### config.mk
export PLATFORM = sky130hd
export DESIGN_NAME = sigma_xbus_arb
export DESIGN_NICKNAME = d
export VERILOG_FILES = /design/src/rtl/sigma_xbus_arb.sv
export SDC_FILE = /design/constraint.sdc
export NUM_CORES = 1
export LEC_CHECK = 0
export CAP_MARGIN = 10
export CORE_AREA = 2 2 122 124
export CTS_BUF_LIST = sky130_fd_sc_hd__clkbuf_8
export DETAILED_ROUTE_END_ITERATION = 16
export DIE_AREA = 0 0 124 126
export GPL_TIMING_DRIVEN = 1
export HOLD_SLACK_MARGIN = 0.12
export MAX_ROUTING_LAYER = met4
export PLACE_DENSITY = 0.61
export SLEW_MARGIN = 25
export SYNTH_ARGS = -nofsm -noshare
export SYNTH_HDL_FRONTEND = slang
export SYNTH_SLANG_ARGS = --single-unit
### constraint.sdc
create_clock -name clk_i -period 6.3 [get_ports clk_i]
set_input_delay 1.575 -clock clk_i [delete_from_list [all_inputs] [get_ports clk_i]]
set_output_delay 1.575 -clock clk_i [all_outputs]
set_load 0.1 [all_outputs]
### src/rtl/sigma_xbus_arb.sv
// Two-master / one-slave MemSplit32 arbiter. Round-robin grant with an in-order
// read-ID FIFO that routes each read response to the master that issued it.
module sigma_xbus_arb #(
  parameter int MAX_OUTSTANDING = 4,
  parameter int ADDR_W          = 32,
  parameter int DATA_W          = 32
) (
  input  logic                                 clk_i,
  input  logic                                 arst_n_i,
  // master 0 (CPU tile external port)
  input  logic                                 m0_req_i,
  input  logic                                 m0_we_i,
  input  logic [ADDR_W-1:0]                    m0_addr_bi,
  input  logic [DATA_W/8-1:0]                  m0_be_bi,
  input  logic [DATA_W-1:0]                    m0_wdata_bi,
  output logic                                 m0_ack_o,
  output logic                                 m0_resp_o,
  output logic [DATA_W-1:0]                    m0_rdata_bo,
  // master 1 (UDM host port)
  input  logic                                 m1_req_i,
  input  logic                                 m1_we_i,
  input  logic [ADDR_W-1:0]                    m1_addr_bi,
  input  logic [DATA_W/8-1:0]                  m1_be_bi,
  input  logic [DATA_W-1:0]                    m1_wdata_bi,
  output logic                                 m1_ack_o,
  output logic                                 m1_resp_o,
  output logic [DATA_W-1:0]                    m1_rdata_bo,
  // slave
  output logic                                 s_req_o,
  output logic                                 s_we_o,
  output logic [ADDR_W-1:0]                    s_addr_bo,
  output logic [DATA_W/8-1:0]                  s_be_bo,
  output logic [DATA_W-1:0]                    s_wdata_bo,
  input  logic                                 s_ack_i,
  input  logic                                 s_resp_i,
  input  logic [DATA_W-1:0]                    s_rdata_bi,
  // status
  output logic [$clog2(MAX_OUTSTANDING+1)-1:0] outstanding_o,
  output logic                                 err_o
);

  localparam int CNT_W = $clog2(MAX_OUTSTANDING + 1);
  localparam int PTR_W = $clog2(MAX_OUTSTANDING);

  logic                       rr_q, rr_d;
  logic [CNT_W-1:0]           cnt_q, cnt_d;
  logic [PTR_W-1:0]           wr_ptr_q, wr_ptr_d;
  logic [PTR_W-1:0]           rd_ptr_q, rd_ptr_d;
  logic [MAX_OUTSTANDING-1:0] id_fifo_q, id_fifo_d;
  logic                       err_q, err_d;

  logic fifo_full, fifo_empty;
  logic elig0, elig1, gnt;
  logic accept, push, pop, resp_vld, head_id;

  // NOTE: every signal assigned in always_comb gets a value on every path
  // (defaults first where needed) so no latch is inferred.
  always_comb begin
    fifo_full  = (cnt_q == CNT_W'(MAX_OUTSTANDING));
    fifo_empty = (cnt_q == '0);

    // A read is held off while the ID FIFO is full; writes never need a slot.
    elig0 = m0_req_i & (m0_we_i | ~fifo_full);
    elig1 = m1_req_i & (m1_we_i | ~fifo_full);
    gnt   = (elig0 & elig1) ? rr_q : elig1;

    s_req_o    = (elig0 | elig1) & arst_n_i;
    s_we_o     = gnt ? m1_we_i     : m0_we_i;
    s_addr_bo  = gnt ? m1_addr_bi  : m0_addr_bi;
    s_be_bo    = gnt ? m1_be_bi    : m0_be_bi;
    s_wdata_bo = gnt ? m1_wdata_bi : m0_wdata_bi;

    accept   = s_req_o & s_ack_i;
    m0_ack_o = accept & ~gnt;
    m1_ack_o = accept & gnt;

    push     = accept & ~s_we_o;
    pop      = s_resp_i & ~fifo_empty;
    resp_vld = pop & arst_n_i;
    head_id  = id_fifo_q[rd_ptr_q];

    m0_resp_o   = resp_vld & ~head_id;
    m1_resp_o   = resp_vld & head_id;
    m0_rdata_bo = m0_resp_o ? s_rdata_bi : '0;
    m1_rdata_bo = m1_resp_o ? s_rdata_bi : '0;

    rr_d     = accept ? ~gnt : rr_q;
    wr_ptr_d = wr_ptr_q + PTR_W'(push);
    rd_ptr_d = rd_ptr_q + PTR_W'(pop);
    cnt_d    = cnt_q + CNT_W'(push) - CNT_W'(pop);

    id_fifo_d = id_fifo_q;
    if (push) id_fifo_d[wr_ptr_q] = gnt;

    // A response with nothing outstanding is dropped and flagged until reset.
    err_d = err_q | (s_resp_i & fifo_empty);
  end

  // NOTE: state registers use non-blocking assignments so every flop samples
  // the pre-edge values, independent of statement order.
  always_ff @(posedge clk_i or negedge arst_n_i) begin
    if (!arst_n_i) begin
      rr_q     <= 1'b0;
      cnt_q    <= '0;
      wr_ptr_q <= '0;
      rd_ptr_q <= '0;
      err_q    <= 1'b0;
    end else begin
      rr_q     <= rr_d;
      cnt_q    <= cnt_d;
      wr_ptr_q <= wr_ptr_d;
      rd_ptr_q <= rd_ptr_d;
      err_q    <= err_d;
    end
  end

  // NOTE: the ID storage is deliberately not reset; an entry is only read
  // while the occupancy count marks it valid, and the count is reset.
  always_ff @(posedge clk_i) begin
    id_fifo_q <= id_fifo_d;
  end

  assign outstanding_o = cnt_q;
  assign err_o         = err_q;

endmodule

==> results of run 1 <==
[cell type report]
cell class | instances | area [um^2]
clock buffers | 3 | 41.3
multi-input cells | 209 | 1680
well taps | 184 | 230
fillers | 1340 | 8310
repair buffers | 322 | 3680
flip-flops and latches | 13 | 345
inverters | 7 | 26.3
clock inverters | 1 | 3.75
[worst paths after layout]
check / cells past startpoint / from / slack, ps / to
worst max register to register: 10 / outstanding_o[1] / 3750 / outstanding_o[2]
worst min register to register: 1 / err_o / 500 / err_o
max in group asynchronous: 2 / arst_n_i / 4430 / rd_ptr_q[0]
worst max-delay path: 6 / m0_we_i / 1150 / s_addr_bo[23]
worst min-delay path: 1 / err_o / 500 / err_o
min in group asynchronous: 2 / arst_n_i / 1720 / wr_ptr_q[1]
[routing by layer]
metal	vias to the layer above	routed length (um)	part of all wire (%)
met3	7	1170	9.3
met2	195	6700	54
li1	1449	-	-
met4	0	85	0.68
met1	1355	4550	36
met5	-	0	0
[report_power, final]
part            total, W  internal [W]  switching, W
clock network  0.0000729     0.0000430     0.0000299
registers       0.000170      0.000121     0.0000496
logic            0.00185      0.000561       0.00129
total            0.00209      0.000725       0.00137
[registers in the layout, indices dropped and copies added (netlist names)]
signal,count
rr_q,1
outstanding_o,3
id_fifo_q,4
rd_ptr_q,2
err_o,1
wr_ptr_q,2
[synthesized netlist by cell type]
master     n  area [um^2]
a211oi_1   1         7.51
a21boi_0   1         7.51
a21o_1     1         7.51
a31oi_1    1         6.26
a32oi_1    1         8.76
and2_1     3         18.8
buf_6      7         78.8
clkbuf_1   9         33.8
dfrtp_1    9          225
edfxtp_1   4          120
fa_1       1         20.0
ha_1       4         50.1
inv_1      7         26.3
mux2_2    30          338
mux2_4    40          601
mux2i_1    3         30.0
nand2_1   35          131
nand2b_1   1         6.26
nor2_1    66          248
nor2b_1    2         12.5
nor3_1     2         10.0
nor4_1     1         6.26
nor4b_1    2         17.5
nor4b_4    1         23.8
nor4bb_1   1         10.0
o21a_1     1         7.51
o21ai_0    2         10.0
o221ai_4   1         26.3
o311a_1    1         10.0
o31a_1     1         8.76
or2_2      1         6.26
or3b_4     1         11.3
xnor2_1    2         17.5
xor2_1     2         17.5
[critical path: stages]
cell	delay (ps)
clkdlybuf4s50_1	500
nor4b_4	430
o221ai_4	170
buf_12	260
mux2_4	360
buf_4	230
[placed cells by master (no fill, tap or decap), types with 2 or more instances in the layout]
master           Yosys  layout
and2_1               3       3
mux2_2              30      30
nor2_1              66      66
nor4b_1              2       2
clkbuf_8             0       3
nor3_1               2       2
ha_1                 4       4
mux2_4              40      40
buf_12               0      65
dfrtp_1              9       9
clkdlybuf4s50_1      0     179
nand2_1             35      35
o21ai_0              2       2
nor2b_1              2       2
inv_1                7       8
xor2_1               2       2
xnor2_1              2       2
buf_4                0      78
mux2i_1              3       2
edfxtp_1             4       4
[logic make-up (layout without fill, tap and decap cells)]
family,after synthesis,count (layout),share of synthesized area (%)
XOR/XNOR,4,4,1.62
flip-flops,13,13,16.0
AND/OR/NAND/NOR,116,116,23.2
adder cells (fa/ha/maj),5,5,3.24
multiplexers,73,73,44.8
AO/OA/AOI/OAI,11,11,4.64
buffers and inverters,23,333,6.43
[through the flow]
stage	instances	setup slack [ps]	hold slack [ps]	total power (W)	util (%)
6_report	739	1150	497	0.00209	41.9
4_1_cts	739	1140	499	0.00211	41.9
3_5_place_dp	735	1150	487	0.00203	41.6
5_1_grt	739	1060	501	0.00217	41.9
3_3_place_gp	735	1220	441	0.00201	41.6
2_1_floorplan	245	637	481	0.00152	-
==> results.ini, run 1 <==
[detailed_routing]
drt-vias-per-instance = 4.07
drc = 0
firstDrtPassIters = 4
final_antenna_net_count = 0
vias = 3006
first_iter_violations = 80
routed_wl_um = 12500
wl_per_cell_um = 16.9

[global_route]
top_usage_layer = met2
grt_util_met3_pct = 3.58
grt_usage_pct = 15.5
grt_pass1_vias = 3155
use_met1_pct = 16.2
grt_max_degree = 71
overflow = 0
antenna_found_initial = 0
grt_use_met2_pct = 29.8
grt_pass1_wl_um = 17800

[sta]
worst_slew_pin_slew_ps = 1040
hold_viol = 0
rsz0062_at_grt = no
setup_viol = 0
drv_slew = 0
period_share_pct = 81.8
maxSlewHeadroom_pct = 30.7
min_period_ps = 5150
fin_worst_skew_ps = 2.70
timing.fmax_ghz = 0.194
fin_setup_tns_ps = 0

[floorplanning]
start_util_pct = 15.1
coreArea_um2 = 14300
io_pins = 318
die_w_um = 124
die_h_um = 126
fp-row-count = 44
die_area_um2 = 15600

[worst_setup_path]
worstPathArrival_ps = 3580
worstSetupPathType = input port to output port
endpoint_kind = output port
path_max_fanout = 70
critPathLaunchType = input port
required_ps = 4720

[place]
postPlaceCellArea_um2 = 5960
place_congestion = 0.936
port-buffer-count = 317
hpwl_um = 11100

[pwr]
p_leak_nw = 2.60
powerDensity_nw_per_um2 = 348
irDropWorstVdd_mv = 0.263

[cts]
post-cts-setup-buffers = 0
clk_latency_ps = 240
cts_tree = yes
cts.sinks = 13
clockBufferDepth = 2
cts_hold_buf = 0
cts-root-buf = clkbuf_8
numCtsBuffers = 3
htree_levels = 1
ctsResizeCount = 0
clk_pin_slew_ps = 50

[min_path]
hold_class = register to register

[yosys]
synth_fp_nets = 426
synth_cells = 245
synth_cell_types = 34
yosysWarningCount = 0
synth_area_per_cell_um2 = 8.81
synth_seq_area_share_pct = 16.0
ys_ff_latch = 13
synthesis.area_um2 = 2160

[finish]
area_growth_pct = 178
antenna_cells = 0
nets = 737
final_cell_area_um2 = 6000
drive_gt1_share_pct = 39.8

[flow_run]
maxCapViolCount = 0

[status]
outcome = complete, no violations

Note: power is estimated with default switching activity, not from simulation.
==> inputs of run 2 (changes only) <==
--- a/config.mk
+++ b/config.mk
@@ -6,14 +6,14 @@
 export NUM_CORES = 1
 export LEC_CHECK = 0
 export CAP_MARGIN = 10
-export CORE_AREA = 2 2 122 124
+export CORE_AREA = 2 2 124 126
 export CTS_BUF_LIST = sky130_fd_sc_hd__clkbuf_8
 export DETAILED_ROUTE_END_ITERATION = 16
-export DIE_AREA = 0 0 124 126
+export DIE_AREA = 0 0 126 128
 export GPL_TIMING_DRIVEN = 1
 export HOLD_SLACK_MARGIN = 0.12
 export MAX_ROUTING_LAYER = met4
-export PLACE_DENSITY = 0.61
+export PLACE_DENSITY = 0.6
 export SLEW_MARGIN = 25
 export SYNTH_ARGS = -nofsm -noshare
 export SYNTH_HDL_FRONTEND = slang
==> constraint.sdc (replaced) <==
create_clock -name clk_i -period 5.25 [get_ports clk_i]
set_input_delay 1.3125 -clock clk_i [delete_from_list [all_inputs] [get_ports clk_i]]
set_output_delay 1.3125 -clock clk_i [all_outputs]
set_load 0.1 [all_outputs]
==> results.ini, run 2 (same netlist as run 1, synthesis figures left out) <==
[cts]
cts_tree = yes  ; unchanged
ctsResizeCount = 0  ; unchanged
clk_latency_ps = 240  ; about the same
htree_levels = 1  ; unchanged
clockBufferDepth = 2  ; unchanged
clk_pin_slew_ps = 50  ; about the same
numCtsBuffers = 3  ; unchanged
post-cts-setup-buffers = 0  ; unchanged
cts-root-buf = clkbuf_8  ; unchanged
cts.sinks = 13  ; unchanged
cts_hold_buf = 0  ; unchanged

[global_route]
grt_util_met3_pct = 5.38  ; was 3.58%
grt_max_degree = 46  ; was 71
grt_use_met2_pct = 29.0  ; was 29.8%
overflow = 0  ; unchanged
antenna_found_initial = 1  ; was 0
use_met1_pct = 15.0  ; was 16.2%
top_usage_layer = met2  ; unchanged
grt_pass1_wl_um = 18300  ; was 17,800 um
grt_usage_pct = 15.4  ; was 15.5%
grt_pass1_vias = 3162  ; was 3,155

[place]
hpwl_um = 11900  ; was 11,100 um
place_congestion = 0.936  ; about the same
port-buffer-count = 317  ; unchanged

[floorplanning]
fp-row-count = 45  ; was 44
start_util_pct = 14.5  ; was 15.1%
die_h_um = 128  ; was 126 um
io_pins = 318  ; unchanged
die_w_um = 126  ; was 124 um
coreArea_um2 = 14900  ; was 14,300 um^2
die_area_um2 = 16100  ; was 15,600 um^2

[finish]
nets = 737  ; unchanged
mostFrequentLayoutCell = clkdlybuf4s50_1  ; unchanged
register_area_um2 = 345  ; unchanged
final_cell_mix = 179 x clkdlybuf4s50_1, 136 x buf_12, 66 x nor2_1, 40 x mux2_4, 35 x nand2_1  ; was 179 x clkdlybuf4s50_1, 78 x buf_4, 66 x nor2_1, 65 x buf_12, 40 x mux2_4
utilization_pct = 46.5  ; was 41.9%
largest_reg_flops = 4  ; unchanged
multi_input_area_um2 = 1680  ; about the same
fillCellCount = 1361  ; was 1,340
drive_gt1_share_pct = 40.2  ; was 39.8%
area_growth_pct = 220  ; was 178%
top_register = id_fifo_q  ; unchanged

[pwr]
irDropWorstVdd_mv = 0.243  ; was 0.263 mV
p_leak_nw = 2.92  ; was 2.60 nW
powerDensity_nw_per_um2 = 406  ; was 348 nW/um^2

[sta]
fin_setup_tns_ps = 0  ; unchanged
worst_slew_pin_slew_ps = 995  ; was 1040 ps
hold_viol = 0  ; unchanged
period_share_pct = 92.9
min_period_ps = 4880
hold_slack_ps = 466  ; was 497 ps
maxSlewHeadroom_pct = 33.5  ; was 30.7%
setup_viol = 0  ; unchanged
fin_worst_skew_ps = 2.88  ; was 2.70 ps
rsz0062_at_grt = no  ; unchanged
drv_slew = 0  ; unchanged
timing.fmax_ghz = 0.205

[detailed_routing]
drc = 0  ; unchanged
first_iter_violations = 89  ; was 80
wl_per_cell_um = 17.6  ; was 16.9 um
vias = 3046  ; was 3,006
routed_wl_um = 13100  ; was 12,500 um
final_antenna_net_count = 0  ; unchanged
firstDrtPassIters = 4  ; unchanged
drt-vias-per-instance = 4.09  ; was 4.07

[worst_setup_path]
endpoint_kind = output port  ; unchanged
worstPathArrival_ps = 3570  ; was 3580 ps
path_max_fanout = 45  ; was 70
worstSetupPathType = input port to output port  ; unchanged
required_ps = 3940  ; was 4720 ps
critPathLaunchType = input port  ; unchanged
ff2ff_path_depth = 10  ; unchanged

[flow_run]
maxCapViolCount = 0  ; unchanged

[min_path]
hold_class = register to register  ; unchanged
min_path_cells = 1  ; unchanged

[status]
outcome = complete, no violations  ; unchanged

==> run 2: changes by cell type in the layout (fill, tap and decap cells not counted), sizes merged <==
cell    delta
clkinv     +1
inv        -1
diode      +1
==> run 2: worst max-delay path: stages <==
cell and delay [ps]:
clkdlybuf4s50_1 580, nor4b_4 100, o221ai_4 600, buf_12 360, mux2_2 410, buf_12 170
==> run 2: path summary, 6_finish.rpt <==
path,from,end,slack (ps)
setup reg to reg,outstanding_o[1],outstanding_o[2],2610
max in group asynchronous,arst_n_i,rd_ptr_q[1],3660
hold reg to reg,err_o,err_o,470
setup / recovery,m0_we_i,s_be_bo[0],370
min in group asynchronous,arst_n_i,rd_ptr_q[0],1440
hold / removal,err_o,err_o,470
==> run 2: layout make-up <==
class	count	area share (%)
Clock buffer	3	0.598
Clock inverter	1	0.0725
Antenna cell	1	0.0362
Timing Repair Buffer	322	66.1
Tap cell	188	3.41
Inverter	7	0.380
Sequential cell	13	5.00
Multi-Input combinational cell	209	24.4
==> run 2: layer usage <==
metal / wire, um / vias up / part of all wire [%]
li1: - / 1454 / -
met3: 1370 / 14 / 10
met2: 7140 / 199 / 54
met5: 0 / - / 0
met1: 4290 / 1379 / 33
met4: 323 / 0 / 2.5
==> run 2: power by group <==
part	switching [W]	total, W	internal, W
registers	0.0000628	0.000207	0.000145
clock network	0.0000364	0.0000888	0.0000524
logic	0.00160	0.00251	0.000906
==> run 2: stage by stage <==
step / instance area [um^2] / setup WS [ps] / total power [W] / std cells
6_report: 6910 / 370 / 0.00281 / 744
5_1_grt: 6910 / 267 / 0.00289 / 744
4_1_cts: 6900 / 343 / 0.00283 / 743
3_5_place_dp: 6860 / 333 / 0.00273 / 739
3_3_place_gp: 6860 / 438 / 0.00271 / 739
2_1_floorplan: 2160 / 112 / 0.00183 / 245
